**config.mk**
```make
export PLATFORM = sky130hd
export DESIGN_NAME = encoder_scan
export DESIGN_NICKNAME = d
export VERILOG_FILES = /design/src/rtl/encoder_scan.sv
export SDC_FILE = /design/constraint.sdc
export NUM_CORES = 1
export LEC_CHECK = 0
export BUFFER_PORTS_ARGS = -buffer_cell sky130_fd_sc_hd__buf_2
export CAP_MARGIN = 20
export CELL_PAD_IN_SITES_DETAIL_PLACEMENT = 1
export CELL_PAD_IN_SITES_GLOBAL_PLACEMENT = 2
export CORE_MARGIN = 5
export CORE_UTILIZATION = 39
export CTS_BUF_LIST = sky130_fd_sc_hd__clkbuf_4 sky130_fd_sc_hd__clkbuf_8
export DETAILED_ROUTE_END_ITERATION = 8
export GPL_ROUTABILITY_DRIVEN = 0
export PLACE_DENSITY_LB_ADDON = 0.1
export SETUP_SLACK_MARGIN = 0.4
export SYNTH_ARGS = -nofsm -noshare
export SYNTH_HDL_FRONTEND = slang
export SYNTH_SLANG_ARGS = --single-unit
```
**constraint.sdc**
```tcl
create_clock -name clk -period 3.6 [get_ports clk]
set_input_delay 0.54 -clock clk [delete_from_list [all_inputs] [get_ports clk]]
set_output_delay 0.54 -clock clk [all_outputs]
set_load 0.01 [all_outputs]
```
**src/rtl/encoder_scan.sv**
```systemverilog
// Captures a 16-bit request vector and emits the set-bit indices one per handshake, then pulses done.
// Define ENCODER_SCAN_MSB_FIRST_EN to drain the highest set bit first (default: lowest first).
module encoder_scan (
  input  logic        clk,
  input  logic        reset_n,
  input  logic [15:0] encoder_in,
  input  logic        load,
  output logic        ready,
  output logic [3:0]  binary_out,
  output logic        valid_out,
  input  logic        out_ready,
  output logic        done,
  output logic [4:0]  count_out
);

  typedef enum logic {IDLE, SCAN} state_t;

  state_t      state;
  state_t      state_nxt;
  logic [15:0] pending;
  logic [15:0] pending_clr;
  logic        accept;
  logic        xfer;

  function automatic logic [3:0] prio_idx(input logic [15:0] v);
    logic [3:0] idx;
    idx = 4'h0;
`ifdef ENCODER_SCAN_MSB_FIRST_EN
    for (int i = 0; i < 16; i++)
      if (v[i]) idx = i[3:0];
`else
    for (int i = 15; i >= 0; i--)
      if (v[i]) idx = i[3:0];
`endif
    return idx;
  endfunction

  function automatic logic [4:0] popcount(input logic [15:0] v);
    logic [4:0] c;
    c = 5'd0;
    for (int i = 0; i < 16; i++)
      c = c + {4'd0, v[i]};
    return c;
  endfunction

  assign accept      = (state == IDLE) && load;
  assign xfer        = (state == SCAN) && out_ready;
  assign pending_clr = pending & ~(16'h0001 << binary_out);

  always_ff @(posedge clk or negedge reset_n) begin
    if (!reset_n) state <= IDLE;
    else          state <= state_nxt;
  end

  always_comb begin
    state_nxt = state;
    case (state)
      IDLE:    if (load && (encoder_in != 16'h0000)) state_nxt = SCAN;
      SCAN:    if (xfer && (pending_clr == 16'h0000)) state_nxt = IDLE;
      default: state_nxt = IDLE;
    endcase
  end

  always_comb begin
    ready     = (state == IDLE);
    valid_out = (state == SCAN);
  end

  // Datapath: pending vector, current index, popcount and the drain pulse.
  always_ff @(posedge clk or negedge reset_n) begin
    if (!reset_n) begin
      pending    <= 16'h0000;
      binary_out <= 4'h0;
      count_out  <= 5'd0;
      done       <= 1'b0;
    end else if (accept) begin
      pending    <= encoder_in;
      count_out  <= popcount(encoder_in);
      binary_out <= prio_idx(encoder_in);
      done       <= (encoder_in == 16'h0000);
    end else if (xfer) begin
      pending <= pending_clr;
      if (pending_clr != 16'h0000) binary_out <= prio_idx(pending_clr);
      done    <= (pending_clr == 16'h0000);
    end else begin
      done <= 1'b0;
    end
  end

endmodule

```
==> flow_metrics.py <==
metrics = {
    "cts": {
        "clk_path_buf_depth": 2,
        "htree_levels": 1,
        "cts_buffers": 3,
        "path_clk_slew_ns": 0.09,
        "cts_tree": "done",
        "cts_sinks": 27,
        "insertion_delay_ns": 0.27,
        "root_buffer": "clkbuf_8",
        "cts_hold_buf": 0,
    },
    "place": {
        "io_buffers": 31,
        "pre_cts_ws_ns": -0.119,
        "dp.cells": 367,
        "dpl.hpwl_um": 5330,
    },
    "die": {
        "initial_core_util_pct": 40.6,
        "fp-row-count": 27,
        "fp.dieArea_um2": 7430,
        "fp.dieH_um": 86.2,
        "die_w_um": 86.2,
        "fp.coreArea_um2": 5570,
        "ios": 32,
    },
    "timing": {
        "period_minus_slack_ns": 3.37,
        "rsz0062_at_grt": "true",
        "fin_crit_sh_pct": 93.5,
        "hold_viol_final": 0,
        "finalMaxSlewViolations": 0,
        "tightest_slew_ns": 0.747,
        "fmax_ghz": 0.297,
        "setup_viol": 0,
        "relSlewSlack_pct": 50.2,
        "clock_skew_ns": 0.00861,
        "fin_ws_ns": 0.234,
    },
    "finish": {
        "nets": 338,
        "area_growth_pct": 18.1,
        "antenna_cells": 0,
        "drive_gt1_share_pct": 25.2,
        "final_cell_mix": "nand2_1, o21ai_0, dfrtp_1, buf_2, nor2_1",
        "multi_input_area_um2": 1460,
        "num-fill-cells": 693,
        "fin_cells": 373,
        "layout_commonest_cell": "nand2_1",
        "ff_latch_area_um2": 676,
    },
    "global_routing": {
        "grt_pass1_vias": 2157,
        "antenna_found_initial": 0,
        "grt_max_degree": 28,
        "overflow": 0,
        "grt_use_total_pct": 18.9,
        "grt_pass1_wl_um": 11100,
    },
    "worst_setup_path": {
        "regToRegSetupSlack_ns": 1.15,
        "arrival_ns": 3.56,
        "cp_max_fo": 2,
        "cp-start-kind": "input port",
        "cp_data_required_time_ns": 3.80,
        "crit_path_start": "encoder_in[5]",
        "critPathCaptureType": "register",
        "r2r_start": "binary_out[0]",
        "worst-setup-path-type": "in2reg",
    },
    "yosys": {
        "postSynthAreaPerCell_um2": 8.71,
        "yosysTopAreaCellShare_pct": 29.9,
        "syn_inst": 260,
        "synth_cell_types": 57,
        "synth_area_um2": 2260,
        "synth_edf_count": 0,
        "synth_top_area_cell": "dfrtp_1",
        "yosysWarnings": 0,
        "ys_seq_area_share_pct": 29.9,
        "synth.ff_latch_count": 27,
        "ys_top_cells_by_area": "dfrtp_1, fa_1, o21ai_0",
        "synthArstFlopShare_pct": 100,
        "synth.net_count": 296,
        "synth_ff_type": "dfrtp_1",
    },
    "drt": {
        "drt-initial-drc-count": 80,
        "drt_first_pass_iters": 4,
        "antenna_left": 0,
        "post_drt_wl_per_cell_um": 18.0,
        "drcViolationCount": 0,
        "wirelength_um": 6730,
        "vias": 2104,
        "vias_per_cell": 5.64,
    },
    "power": {
        "power_density_nw_per_um2": 753,
        "leakage_nw": 1.20,
        "ir_drop_mv": 0.314,
    },
    "worst_hold_path": {
        "hp-class": "in2async",
    },
    "status": {
        "status": "completed",
    },
    "flow_run": {
        "drv_cap": 0,
    },
}
[power by group]
| part | switching, W | internal (W) |
|---|---|---|
| registers | 0.000238 | 0.000430 |
| clock network | 0.0000948 | 0.0000776 |
| logic | 0.000615 | 0.000557 |
| total | 0.000948 | 0.00106 |
[area by class of cell]
| class | instances | share of cell area [%] |
|---|---|---|
| Clock buffer | 3 | 1.54 |
| Clock inverter | 1 | 0.187 |
| Multi-Input combinational cell | 199 | 54.6 |
| Tap cell | 72 | 3.37 |
| Timing Repair Buffer | 48 | 11.7 |
| Inverter | 23 | 3.32 |
| Sequential cell | 27 | 25.3 |
[Yosys cell counts (all sizes together) (6+ instances only)]
cell	instances
a21oi	10
buf	7
dfrtp	27
fa	10
ha	6
inv	23
mux2	6
mux2i	7
nand2	30
nor2	21
nor2b	7
o21ai	32
[through the flow]
| step | util, % | setup TNS (ns) | total power (W) | instance area [um^2] | hold slack (ns) |
|---|---|---|---|---|---|
| 3_5_place_dp | 45.9 | -0.327 | 0.00182 | 2560 | 0.458 |
| 3_3_place_gp | 45.9 | -0.0196 | 0.00179 | 2560 | 0.456 |
| 4_1_cts | 47.7 | 0 | 0.00204 | 2660 | 0.285 |
| 6_report | 47.9 | 0 | 0.00201 | 2670 | 0.277 |
| 2_1_floorplan | - | 0 | 0.00149 | 2270 | 0.244 |
| 5_1_grt | 47.9 | 0 | 0.00221 | 2670 | 0.316 |
[final timing paths]
check | end | cells after the start
max in group asynchronous | pending[9] | 1
worst max-delay path | count_out[4] | 13
min in group clk | count_out[0] | 2
worst max register to register | binary_out[2] | 6
worst min-delay path | count_out[3] | 1
worst min register to register | count_out[0] | 2
[sequential cells by signal, indices dropped and copies added (netlist names)]
register / flops
count_out: 5
valid_out: 1
binary_out: 4
pending: 16
done: 1
[repair_timing]
item	4_1_cts	5_1_grt
gates resized for setup	17	3
pin swaps	8	1
buffers inserted	1	1
setup endpoints to repair	4	4
[kinds of logic (layout without fill, tap and decap cells)]
group | Yosys count | count (layout) | synth area share (%)
compound gates | 86 | 86 | 26.2
xor+xnor | 2 | 2 | 0.774
fa+ha+maj | 16 | 16 | 12.2
buf+inv | 34 | 75 | 6.80
flops | 27 | 27 | 29.9
mux | 13 | 13 | 6.74
simple gates | 82 | 82 | 17.5
[worst max-delay path, stage by stage]
cell	delay (ns)
buf_8	0.08
inv_4	0.04
fa_1	0.56
fa_2	0.45
fa_2	0.55
fa_2	0.44
inv_2	0.08
ha_4	0.13
inv_2	0.03
fa_2	0.35
nor2b_1	0.12
o21ai_0	0.08
o21ai_1	0.11
[layer usage]
metal,routed length (um),GRT usage [%],vias to the layer above
met5,0,0,-
met4,47,4.25,0
met3,146,1.24,4
met2,3330,31.9,28
met1,3210,26.8,1049
li1,-,-,1023
(Power assumes the default switching activity.)
